File: src/rtl/map_writer.sv
// Map RAM writer: sweeps the whole 32x32x32 block map with layered terrain on
// request, and otherwise streams single-block edits into the RAM.
module map_writer #(
    parameter int GROUND_H = 8,
    parameter int STONE_ID = 1,
    parameter int DIRT_ID  = 2,
    parameter int GRASS_ID = 3,
    parameter int AIR_ID   = 0,
    parameter int NUM_IDS  = 16
) (
    input  logic        clk,
    input  logic        rst,
    input  logic        start_init,
    input  logic        edit_valid,
    output logic        edit_ready,
    input  logic [4:0]  edit_x,
    input  logic [4:0]  edit_y,
    input  logic [4:0]  edit_z,
    input  logic [4:0]  edit_id,
    output logic [14:0] write_addr,
    output logic [4:0]  write_data,
    output logic        write_en,
    output logic        busy,
    output logic        init_done,
    output logic        edit_drop
);

    typedef enum logic {
        IDLE = 1'b0,
        INIT = 1'b1
    } state_t;

    state_t      state;
    logic [14:0] cnt;
    logic        edit_legal;

    // Layer id for height y; signed int arithmetic keeps small GROUND_H from wrapping.
    function automatic logic [4:0] init_id(input logic [4:0] y);
        int yi;
        yi = int'({27'd0, y});
        if (yi + 3 < GROUND_H)       return 5'(STONE_ID);
        else if (yi + 1 < GROUND_H)  return 5'(DIRT_ID);
        else if (yi + 1 == GROUND_H) return 5'(GRASS_ID);
        else                         return 5'(AIR_ID);
    endfunction

    assign edit_legal = ({27'd0, edit_id} < 32'(NUM_IDS));
    assign edit_ready = (state == IDLE);
    assign busy       = (state == INIT);

    always_ff @(posedge clk or posedge rst) begin
        if (rst) begin
            state      <= IDLE;
            cnt        <= 15'd0;
            write_en   <= 1'b0;
            write_addr <= 15'd0;
            write_data <= 5'd0;
            edit_drop  <= 1'b0;
            init_done  <= 1'b0;
        end else begin
            write_en  <= 1'b0;
            edit_drop <= 1'b0;
            case (state)
                IDLE: begin
                    // Sweep write n=0 issues on the same edge that sees start_init.
                    if (start_init) begin
                        state      <= INIT;
                        write_en   <= 1'b1;
                        write_addr <= 15'd0;
                        write_data <= init_id(5'd0);
                        cnt        <= 15'd1;
                    end else if (edit_valid) begin
                        if (edit_legal) begin
                            write_en   <= 1'b1;
                            write_addr <= {edit_y, edit_z, edit_x};
                            write_data <= edit_id;
                        end else begin
                            edit_drop  <= 1'b1;
                        end
                    end
                end
                INIT: begin
                    // write_addr holds the last sweep address; 0x7FFF means the sweep is done.
                    if (write_addr == 15'h7FFF) begin
                        state     <= IDLE;
                        init_done <= 1'b1;
                        cnt       <= 15'd0;
                    end else begin
                        write_en   <= 1'b1;
                        write_addr <= cnt;
                        write_data <= init_id(cnt[14:10]);
                        cnt        <= cnt + 15'd1;
                    end
                end
            endcase
        end
    end

endmodule

File: config.mk
export PLATFORM = sky130hd
export DESIGN_NAME = map_writer
export DESIGN_NICKNAME = d
export VERILOG_FILES = /design/src/rtl/map_writer.sv
export SDC_FILE = /design/constraint.sdc
export NUM_CORES = 1
export LEC_CHECK = 0
export BUFFER_PORTS_ARGS = -buffer_cell sky130_fd_sc_hd__buf_2
export CORE_MARGIN = 2
export CORE_UTILIZATION = 48
export CTS_CLUSTER_DIAMETER = 120
export CTS_CLUSTER_SIZE = 16
export DETAILED_ROUTE_END_ITERATION = 8
export PLACE_DENSITY = 0.76
export SYNTH_ARGS = -nofsm -noshare
export SYNTH_HDL_FRONTEND = slang
export SYNTH_SLANG_ARGS = --single-unit
File: constraint.sdc
create_clock -name clk -period 1.5 [get_ports clk]
set_input_delay 0.3 -clock clk [delete_from_list [all_inputs] [get_ports clk]]
set_output_delay 0.3 -clock clk [all_outputs]
set_load 0.01 [all_outputs]
== Word level (Yosys, flattened, before mapping) ==
Index checks and enable logic that the tools add are counted.

* Eq/ne operators: 6
* Add/subtract/negate cells: 3
* Magnitude comparators: 3
* Bitwise gates (word level): 1
* Reduce and logical (&&, ||, !) cells: 2
* Muxes and demuxes: 27

{| class="wikitable"
|+ Operators with widths
! kind !! number
|-
| $mux 15 || 6
|-
| $pmux 15 s2 || 2
|-
| $lt 32x5->1 const B || 1
|-
| $mux 5 || 4
|-
| $add 15x1->15 const B || 1
|-
| $eq 15x15->1 const B || 1
|-
| $pmux 5 s2 || 1
|-
| $mux 1 || 9
|-
| $add 5x1->6 const B || 1
|-
| $add 5x2->6 const B || 1
|-
| $eq 6x4->1 const B || 1
|-
| $lt 6x4->1 const B || 1
|-
| $mux 2 || 3
|-
| $lt 5x5->1 const B || 1
|-
| $ne 2x2->1 const B || 2
|-
| $pmux 1 s2 || 2
|-
| $ne 3x2->1 const B || 1
|-
| $ne 3x3->1 const B || 1
|-
| $reduce_and 3->1 || 1
|-
| $reduce_and 2->1 || 1
|-
| $not 1->1 || 1
|}

* Bits in registers: 39
* Input bits: 24

== Depth between registers and ports, before layout ==
Gate-level depths: netlist of run 1.

* Depth after elaboration: 7
* Depth in mapped cells: 5

== Worst setup path before layout of run 1 ==
OpenSTA, ideal clock, no wires.

* Path type: register to register
* From: register write_addr[14]
* To: register write_addr[0]
* Setup slack: -178 ps
* Cell stages (with the launch flop): 6
* Library setup time: 125 ps
* Data arrival time: 1,553 ps
* Cells stage by stage: dfrtp_1 > nand4_2 > nor4_4 > a21oi_2 > buf_6 > mux2_4

* Cells in the longest elaborated chain, start to end: 3

{| class="wikitable"
|+ RTL lines
! element !! RTL line !! source
|-
| start, declared || 20 || <nowiki>output logic [14:0] write_addr,</nowiki>
|-
| start signal, assigned || 75 || <nowiki>write_addr <= {edit_y, edit_z, edit_x};</nowiki>
|-
| start signal, assigned || 90 || <nowiki>write_addr <= cnt;</nowiki>
|-
| $eq 15x15->1 || 84 || <nowiki>if (write_addr == 15'h7FFF) begin</nowiki>
|-
| $ne 2x2->1 (no line) || - ||
|-
| $reduce_and 3->1 (no line) || - ||
|}

No other way between the ends.
A chain may end at the register's enable or synchronous reset.

== Final worst setup path of run 1 ==
* From: register write_addr[12]
* To: register cnt[11]

* Cells in the longest elaborated chain, start to end: 3

{| class="wikitable"
|+ RTL lines
! element !! RTL line !! source
|-
| $eq 15x15->1 || 84 ||
|-
| $mux 15 || 84 ||
|-
| $pmux 15 s2 || 63 || <nowiki>case (state)</nowiki>
|-
| end signal, assigned || 92 || <nowiki>cnt <= cnt + 15'd1;</nowiki>
|-
| end, declared || 34 || <nowiki>logic [14:0] cnt;</nowiki>
|}

No other way between the ends.

==> results.sh, run 1 <==
export IMPL_status="finished, violations left"
export IMPL_violations="setup timing"
export IMPL_area_growth_pct=44.48
export IMPL_path_cells="nand4_4 > o41a_1 > and2_1 > mux2_2"
export IMPL_cts_root_buf="clkbuf_8"
export IMPL_maxCapViolCount=0
export IMPL_final_common_cell="buf_2"
export IMPL_htreeDepth=2
export IMPL_fillCellCount=284
export IMPL_clk_pin_slew_ps=80
export IMPL_fp_dieW_um=69.19
export IMPL_die_area_um2=4787
export IMPL_finalSetupViolCount=30
export IMPL_drc=0
export IMPL_cts_buffer_depth=2
export IMPL_synth_avg_cell_area_um2=11.02
export IMPL_vias=1879
export IMPL_path_buf_inv=0
export IMPL_rrSetupSlack_ps=-170
export IMPL_fin_util=0.7262
export IMPL_antenna_found_initial=0
export IMPL_slew_headroom=0.6597
export IMPL_viasPerCell=5.626
export IMPL_startpoint_type="flop"
export IMPL_drv_slew=0
export IMPL_reg2reg_depth=4
export IMPL_hpwl_um=3894
export IMPL_track_usage=0.2370
export IMPL_synth_area_mux_share=0.1264
export IMPL_fin_nets=308
export IMPL_tightest_slew_ps=510.4
export IMPL_cts_inserted_buffers=5
export IMPL_worstSetupPathType="reg -> reg"
export IMPL_period_share=1.112
export IMPL_p_per_area_nw_per_um2=1462
export IMPL_synthFlopType="dfrtp_1"
export IMPL_slowest_stage="o41a_1"
export IMPL_holdBufCountCts=0
export IMPL_first_pass_iters=4
export IMPL_grt_overflow=0
export IMPL_crit_fanout=4
export IMPL_synth_compound_area_frac=0.1982
export IMPL_coreArea_um2=4058
export IMPL_cts_sinks=39
export IMPL_ys_types=43
export IMPL_peakVddDrop_mv=0.7416
export IMPL_max_freq_mhz=599.7
export IMPL_ys_seq_area_frac=0.4785
export IMPL_clkLatencyLatePin_ps=290
export IMPL_synth_nets=210
export IMPL_synthArstFlopShare=1.000
export IMPL_syn_inst=185
export IMPL_place_port_buffers=48
export IMPL_synth_top_family_by_area="compound AO/OA/AOI/OAI gates"
export IMPL_worstSetupEndpointType="flop"
export IMPL_rsz0062_at_grt="yes"
export IMPL_layout_drive_gt1_share=0.5246
export IMPL_gp_congestion=0.8421
export IMPL_grt_pass1_vias=1848
export IMPL_synthAdderAreaFrac=0.006135
export IMPL_multi_input_area_um2=1080
export IMPL_p_leak_nw=1.485
export IMPL_hold_path_class="in -> async"
export IMPL_synth_xor_area_frac=0.004294
export IMPL_fin_tns_setup_ps=-3709
export IMPL_cts_tree="yes"
export IMPL_drt_wl_total_um=5507
export IMPL_io_pin_count=49
export IMPL_grt_max_degree=40
export IMPL_ys_ff_latch=39
export IMPL_synth_edf_count=0
export IMPL_critPathTopFamily="compound AO/OA/AOI/OAI gates"
export IMPL_num_antenna_cells=0
export IMPL_die_h_um=69.19
export IMPL_drt_iter0_drc=53
export IMPL_syn_cell_area_um2=2039
export IMPL_fin_crit_ps=1668
export IMPL_r2r_end="cnt[11]$_DFFE_PP0P_"
export IMPL_synthSimpleGateAreaFrac=0.1411
export IMPL_skew_ps=5.696
export IMPL_hold_viol=0
export IMPL_yosysWarnings=0
export IMPL_arrival_ps=1840
export IMPL_grt_pass1_wl_um=9073
export IMPL_initial_core_util=0.5026
export IMPL_cpPeakStageDelay_ps=550
export IMPL_timing_final_ws_setup_ps=-167.6
export IMPL_final_cell_mix="48 x buf_2, 44 x buf_4, 39 x dfrtp_1"
export IMPL_cp_required_ps=1670
export IMPL_ant_nets=0
export IMPL_wire_per_inst_um=16.49
export IMPL_r2r_start="write_addr[12]$_DFFE_PP0P_"
export IMPL_register_area_um2=975.9
export IMPL_std_cell_rows=23
## worst reg2reg max path: cells and delay by family (launching register included)
kind            cells  cell delay (ps)
compound gates      1              550
flops               1              410
mux                 1              250
simple gates        2              340
## layout make-up
cell class | instances | share of cell area
Clock buffer | 6 | 0.02803
Inverter | 10 | 0.01274
Clock inverter | 2 | 0.01189
Multi-Input combinational cell | 127 | 0.3665
Tap cell | 50 | 0.02123
Sequential cell | 39 | 0.3312
Timing Repair Buffer | 100 | 0.2284
## stage by stage
step / hold WS [ps] / area (um2) / instances / power, W / worst slack (ps)
6_report: 121.3 / 2947 / 334 / 0.004308 / -167.6
4_1_cts: 135.0 / 2904 / 333 / 0.004250 / -163.3
2_1_floorplan: 424.1 / 2102 / 185 / 0.002482 / -166.1
5_1_grt: 161.4 / 2947 / 334 / 0.004575 / -213.6
3_3_place_gp: 439.8 / 2701 / 320 / 0.003252 / -73.31
3_5_place_dp: 444.0 / 2701 / 320 / 0.003317 / -133.2
## cell families after synthesis
group | Yosys count
simple gates | 50
buf+inv | 19
xor+xnor | 1
fa+ha+maj | 1
mux | 18
compound gates | 57
flops | 39
## cells in the mapped netlist (all sizes together) (3+ instances only)
master   count  area share
dfrtp       39        0.48
mux2        17        0.12
o21ai       13       0.032
a21oi       12       0.031
nand2       12       0.022
a22o        11       0.048
inv         10       0.018
a31oi        9       0.028
nor2         8       0.015
nand3        7       0.017
buf          5       0.020
nand4        5       0.025
or3          5       0.015
clkbuf       4      0.0074
a21o         3       0.011
nor4         3       0.017
o2bb2ai      3       0.013
## where the power goes
group          internal (W)  total (W)  leakage (nW)  switching, W
registers           0.00135    0.00161         0.473      0.000265
logic               0.00101    0.00179         0.951      0.000775
clock network      0.000538   0.000909        0.0612      0.000371
total               0.00290    0.00431          1.49       0.00141
## timing repair
item                                   in CTS  in global routing
buffers inserted                            3                  3
cloned                                      2                  0
resized for setup                          14                  7
pin swaps                                   6                  9
endpoints found under the hold margin       0                  0
setup endpoints to repair                  31                 34
## worst max path at each step
stage                     cells past startpoint                       start                        end
after floorplan                               5   write_addr[3]$_DFFE_PP0P_  write_addr[0]$_DFFE_PP0P_
after global placement                        5  write_addr[11]$_DFFE_PP0P_         cnt[7]$_DFFE_PP0P_
after detailed placement                      5   write_addr[7]$_DFFE_PP0P_  write_addr[2]$_DFFE_PP0P_
after CTS                                     5   write_addr[6]$_DFFE_PP0P_  write_data[1]$_DFFE_PP0P_
after global routing                          5   write_addr[1]$_DFFE_PP0P_  write_addr[4]$_DFFE_PP0P_
final                                         4  write_addr[12]$_DFFE_PP0P_        cnt[11]$_DFFE_PP0P_
## routing by layer
metal / global-route usage / part of all wire
met2: 0.3910 / 0.51
met1: 0.3161 / 0.44
met5: 0 / 0
met4: 0.05447 / 0.0080
met3: 0.05814 / 0.045
## sequential cells by signal, indices dropped and copies added (netlist names)
name,cells
init_done,1
write_addr,15
cnt,15
write_en,1
write_data,5
busy,1
edit_drop,1
Note: power is estimated with default switching activity, not from simulation.
==> run 2: changes to the inputs <==
Settings changed: CORE_UTILIZATION 48 to 53, MAX_ROUTING_LAYER set to met4, PLACE_DENSITY 0.76 to 0.79, TNS_END_PERCENT set to 100.
Clock period 1.5 ns to 1.85 ns, I/O delays scaled along.
==> results.sh, run 2 (synthesis gave the netlist of run 1 again) <==
export IMPL_cts_resized=0
export IMPL_status="finished, final reports clean"
export IMPL_io_pin_count=49
export IMPL_dpl_worst_slack_ps=95.64
export IMPL_track_usage=0.2600
export IMPL_worstSetupEndpointType="flop"
export IMPL_grt_pass1_wl_um=8073
export IMPL_fin_tns_setup_ps=0
export IMPL_htreeDepth=2
export IMPL_rsz0062_at_grt="no"
export IMPL_area_growth_pct=23.99
export IMPL_top_usage_layer="met2"
export IMPL_gp_congestion=0.9333
export IMPL_initial_core_util=0.5529
export IMPL_use_met3=0.04089
export IMPL_layout_drive_gt1_share=0.3889
export IMPL_tightest_slew_ps=498.3
export IMPL_placed_area_um2=2447
export IMPL_wire_per_inst_um=16.51
export IMPL_viasPerCell=5.790
export IMPL_cts_tree="yes"
export IMPL_max_freq_mhz=558.2
export IMPL_clk_pin_slew_ps=70
export IMPL_timing_final_ws_setup_ps=58.59
export IMPL_cts_inserted_buffers=5
export IMPL_die_h_um=66.03
export IMPL_die_area_um2=4360
export IMPL_std_cell_rows=22
export IMPL_post_cts_buffers=0
export IMPL_fin_crit_ps=1791
export IMPL_holdBufCountCts=0
export IMPL_clkLatencyLatePin_ps=290
export IMPL_grt_pass1_vias=1655
export IMPL_peakVddDrop_mv=0.5641
export IMPL_final_cell_area_um2=2529
export IMPL_coreArea_um2=3689
export IMPL_num_antenna_cells=0
export IMPL_skew_ps=4.207
export IMPL_cts_root_buf="clkbuf_8"
export IMPL_worstSetupPathType="reg -> reg"
export IMPL_reg_largest_list="cnt (15), write_addr (15), write_data (5)"
export IMPL_arrival_ps=1980
export IMPL_p_leak_nw=1.296
export IMPL_finalSetupViolCount=0
export IMPL_cts_buffer_depth=2
export IMPL_startpoint_type="flop"
export IMPL_grt_max_degree=40
export IMPL_gr_usage_met1=0.3315
export IMPL_first_pass_iters=4
export IMPL_fin_nets=276
export IMPL_final_common_cell="buf_2"
export IMPL_vias=1737
export IMPL_drt_iter0_drc=126
export IMPL_final_cell_mix="48 x buf_2, 39 x dfrtp_1, 19 x buf_4"
export IMPL_use_met2=0.4230
export IMPL_fp_dieW_um=66.03
export IMPL_hpwl_um=3710
export IMPL_p_per_area_nw_per_um2=1135
export IMPL_maxCapViolCount=0
export IMPL_drv_slew=0
export IMPL_crit_fanout=10
export IMPL_drt_wl_total_um=4954
export IMPL_place_port_buffers=48
export IMPL_grt_overflow=0
export IMPL_cp_required_ps=2040
export IMPL_hold_viol=0
export IMPL_ant_nets=0
export IMPL_cts_sinks=39
export IMPL_drc=0
export IMPL_hold_path_class="in -> async"
export IMPL_antenna_found_initial=0
export IMPL_period_share=0.9683
export IMPL_slew_headroom=0.6678
## run 2: layout make-up
type	count	area, um2
inverters	10	37.54
well taps	48	60.06
clock inverters	1	5.005
flip-flops and latches	39	975.9
repair buffers	68	402.9
clock buffers	7	76.32
multi-input cells	127	970.9
fillers	302	1160
## run 2: critical path: stages (launching register included)
cell and delay [ps]:
dfrtp_1 410, nand4_2 230, o41a_1 600, buf_4 230
a22o_1 230
## run 2: routing by layer
metal  vias up  wire (um)
li1        819          -
met1       867       2179
met2        42       2469
met3         9        217
met4         0         87
met5         -          0
## run 2: metrics by stage
| stage | hold slack [ps] | std cells | total power, W | util |
|---|---|---|---|---|
| after detailed placement | 439.0 | 292 | 0.002330 | 0.6635 |
| final | 184.7 | 300 | 0.002871 | 0.6856 |
| after global placement | 444.3 | 292 | 0.002287 | 0.6635 |
| after CTS | 194.2 | 300 | 0.002878 | 0.6856 |
| after global routing | 230.9 | 300 | 0.003053 | 0.6856 |
| after floorplan | 490.2 | 185 | 0.001942 | - |
## run 2: final timing paths
check                                               start  slack [ps]  depth (start not counted)                         end
worst max-delay path            write_addr[7]$_DFFE_PP0P_          60                          4          cnt[1]$_DFFE_PP0P_
max in group asynchronous                             rst        1320                          3  write_addr[10]$_DFFE_PP0P_
min in group clk                               edit_id[3]         290                          2   write_data[3]$_DFFE_PP0P_
worst min-delay path                                  rst         180                          3   write_data[3]$_DFFE_PP0P_
worst max register to register  write_addr[7]$_DFFE_PP0P_          60                          4          cnt[1]$_DFFE_PP0P_
worst min register to register      init_done$_DFFE_PP0N_         450                          1       init_done$_DFFE_PP0N_
## run 2: power breakdown
group	switching, W	total [W]	internal, W
Sequential	0.000255	0.00135	0.00109
Combinational	0.000446	0.000968	0.000522
Clock	0.000290	0.000554	0.000264
Total	0.000992	0.00287	0.00188
==> run 3: changes to the inputs <==
Settings changed: CORE_UTILIZATION 53 to 50, PLACE_DENSITY 0.79 to 0.75.
==> results.sh, run 3 (synthesis gave the netlist of run 1 again) <==
export IMPL_final_cell_area_um2=2621
export IMPL_worstSetupEndpointType="flop"
export IMPL_use_met2=0.4203
export IMPL_fin_tns_setup_ps=0
export IMPL_reg2reg_depth=5
export IMPL_cts_inserted_buffers=5
export IMPL_clkLatencyLatePin_ps=290
export IMPL_fin_crit_ps=1772
export IMPL_drt_wl_total_um=5236
export IMPL_p_leak_nw=1.348
export IMPL_p_per_area_nw_per_um2=1190
export IMPL_skew_ps=7.312
export IMPL_multi_input_area_um2=970.9
export IMPL_viasPerCell=5.714
export IMPL_placed_area_um2=2452
export IMPL_startpoint_type="flop"
export IMPL_drv_slew=0
export IMPL_cts_buffer_depth=2
export IMPL_status="finished, final reports clean"
export IMPL_std_cell_rows=23
export IMPL_cp_startpoint="cnt[1]$_DFFE_PP0P_"
export IMPL_max_freq_mhz=564.5
export IMPL_drc=0
export IMPL_io_pin_count=49
export IMPL_register_area_um2=975.9
export IMPL_crit_fanout=4
export IMPL_grt_overflow=0
export IMPL_clk_pin_slew_ps=80
export IMPL_gp_congestion=0.8264
export IMPL_gr_usage_met1=0.2992
export IMPL_final_cell_mix="48 x buf_2, 39 x dfrtp_1, 28 x buf_4"
export IMPL_antenna_found_initial=0
export IMPL_worstSetupPathType="reg -> reg"
export IMPL_num_antenna_cells=0
export IMPL_maxCapViolCount=0
export IMPL_grt_pass1_vias=1719
export IMPL_grt_max_degree=40
export IMPL_arrival_ps=2000
export IMPL_grt_pass1_wl_um=8128
export IMPL_drt_iter0_drc=115
export IMPL_wire_per_inst_um=16.84
export IMPL_cts_root_buf="clkbuf_8"
export IMPL_r2r_end="cnt[14]$_DFFE_PP0P_"
export IMPL_hold_viol=0
export IMPL_fin_util=0.6601
export IMPL_r2r_start="cnt[1]$_DFFE_PP0P_"
export IMPL_htreeDepth=2
export IMPL_die_area_um2=4606
export IMPL_cts_sinks=39
export IMPL_hold_path_class="in -> async"
export IMPL_area_growth_pct=28.53
export IMPL_ant_nets=0
export IMPL_top_usage_layer="met2"
export IMPL_hpwl_um=3666
export IMPL_holdBufCountCts=0
export IMPL_slew_headroom=0.6746
export IMPL_tightest_slew_ps=488.0
export IMPL_cts_tree="yes"
export IMPL_cp_required_ps=2080
export IMPL_initial_core_util=0.5135
export IMPL_track_usage=0.2523
export IMPL_first_pass_iters=4
export IMPL_place_port_buffers=48
export IMPL_die_h_um=67.87
export IMPL_coreArea_um2=3971
export IMPL_cp_endpoint="cnt[14]$_DFFE_PP0P_"
export IMPL_use_met3=0.05921
export IMPL_fin_nets=285
export IMPL_rrSetupSlack_ps=80
export IMPL_final_common_cell="buf_2"
export IMPL_fp_dieW_um=67.87
export IMPL_fillCellCount=295
export IMPL_finalSetupViolCount=0
export IMPL_period_share=0.9576
export IMPL_layout_drive_gt1_share=0.4176
export IMPL_vias=1777
export IMPL_reg_largest_list="cnt (15), write_addr (15), write_data (5)"
export IMPL_rsz0062_at_grt="no"
export IMPL_peakVddDrop_mv=0.6646
-- run 3: area by class of cell --
cell class	instances	area share
repair buffers	77	0.1761
well taps	50	0.02387
flip-flops and latches	39	0.3723
clock inverters	3	0.01671
multi-input cells	127	0.3704
inverters	10	0.01432
clock buffers	5	0.02625
-- run 3: metrics by stage --
step,hold WS [ps],total power (W),std cells,worst slack (ps)
after CTS,196.1,0.003058,304,52.47
after detailed placement,438.9,0.002330,296,94.31
after global placement,438.3,0.002291,296,120.1
final,174.9,0.003119,311,78.43
after global routing,224.2,0.003310,311,11.46
after floorplan,490.2,0.001942,185,172.1
-- run 3: critical path: stages (launching register included) --
cell	delay, ps
dfrtp_1	380
ha_1	200
nand3_1	180
or4_1	540
or3_1	320
nand3_1	80
-- run 3: layer usage --
layer  part of all wire  vias up  routed length [um]
met3              0.044        6                 230
met1               0.44      883                2282
met5                  0        -                   0
li1                   -      838                   -
met2               0.51       50                2646
met4              0.015        0                  76
-- run 3: worst min path at each step --
| stage | from | end | slack [ps] | depth (start not counted) |
|---|---|---|---|---|
| after global placement | init_done$_DFFE_PP0N_ | init_done$_DFFE_PP0N_ | 440 | 1 |
| final | rst | write_data[4]$_DFFE_PP0P_ | 170 | 3 |
| after floorplan | cnt[9]$_DFFE_PP0P_ | cnt[9]$_DFFE_PP0P_ | 490 | 1 |
| after CTS | rst | write_data[4]$_DFFE_PP0P_ | 200 | 3 |
| after global routing | rst | write_en$_DFF_PP0_ | 220 | 3 |
| after detailed placement | init_done$_DFFE_PP0N_ | init_done$_DFFE_PP0N_ | 440 | 1 |
-- run 3: timing repair --
item	4_1_cts	5_1_grt
resized for setup	0	1
endpoints found under the setup margin	0	14
buffers inserted	0	7
-- run 3: report_power, final --
group          internal (W)  switching (W)  total, W  leakage, nW
Clock              0.000402       0.000319  0.000721       0.0581
Combinational      0.000564       0.000482   0.00105        0.817
Sequential          0.00109       0.000260   0.00135        0.473
Total               0.00206        0.00106   0.00312         1.35
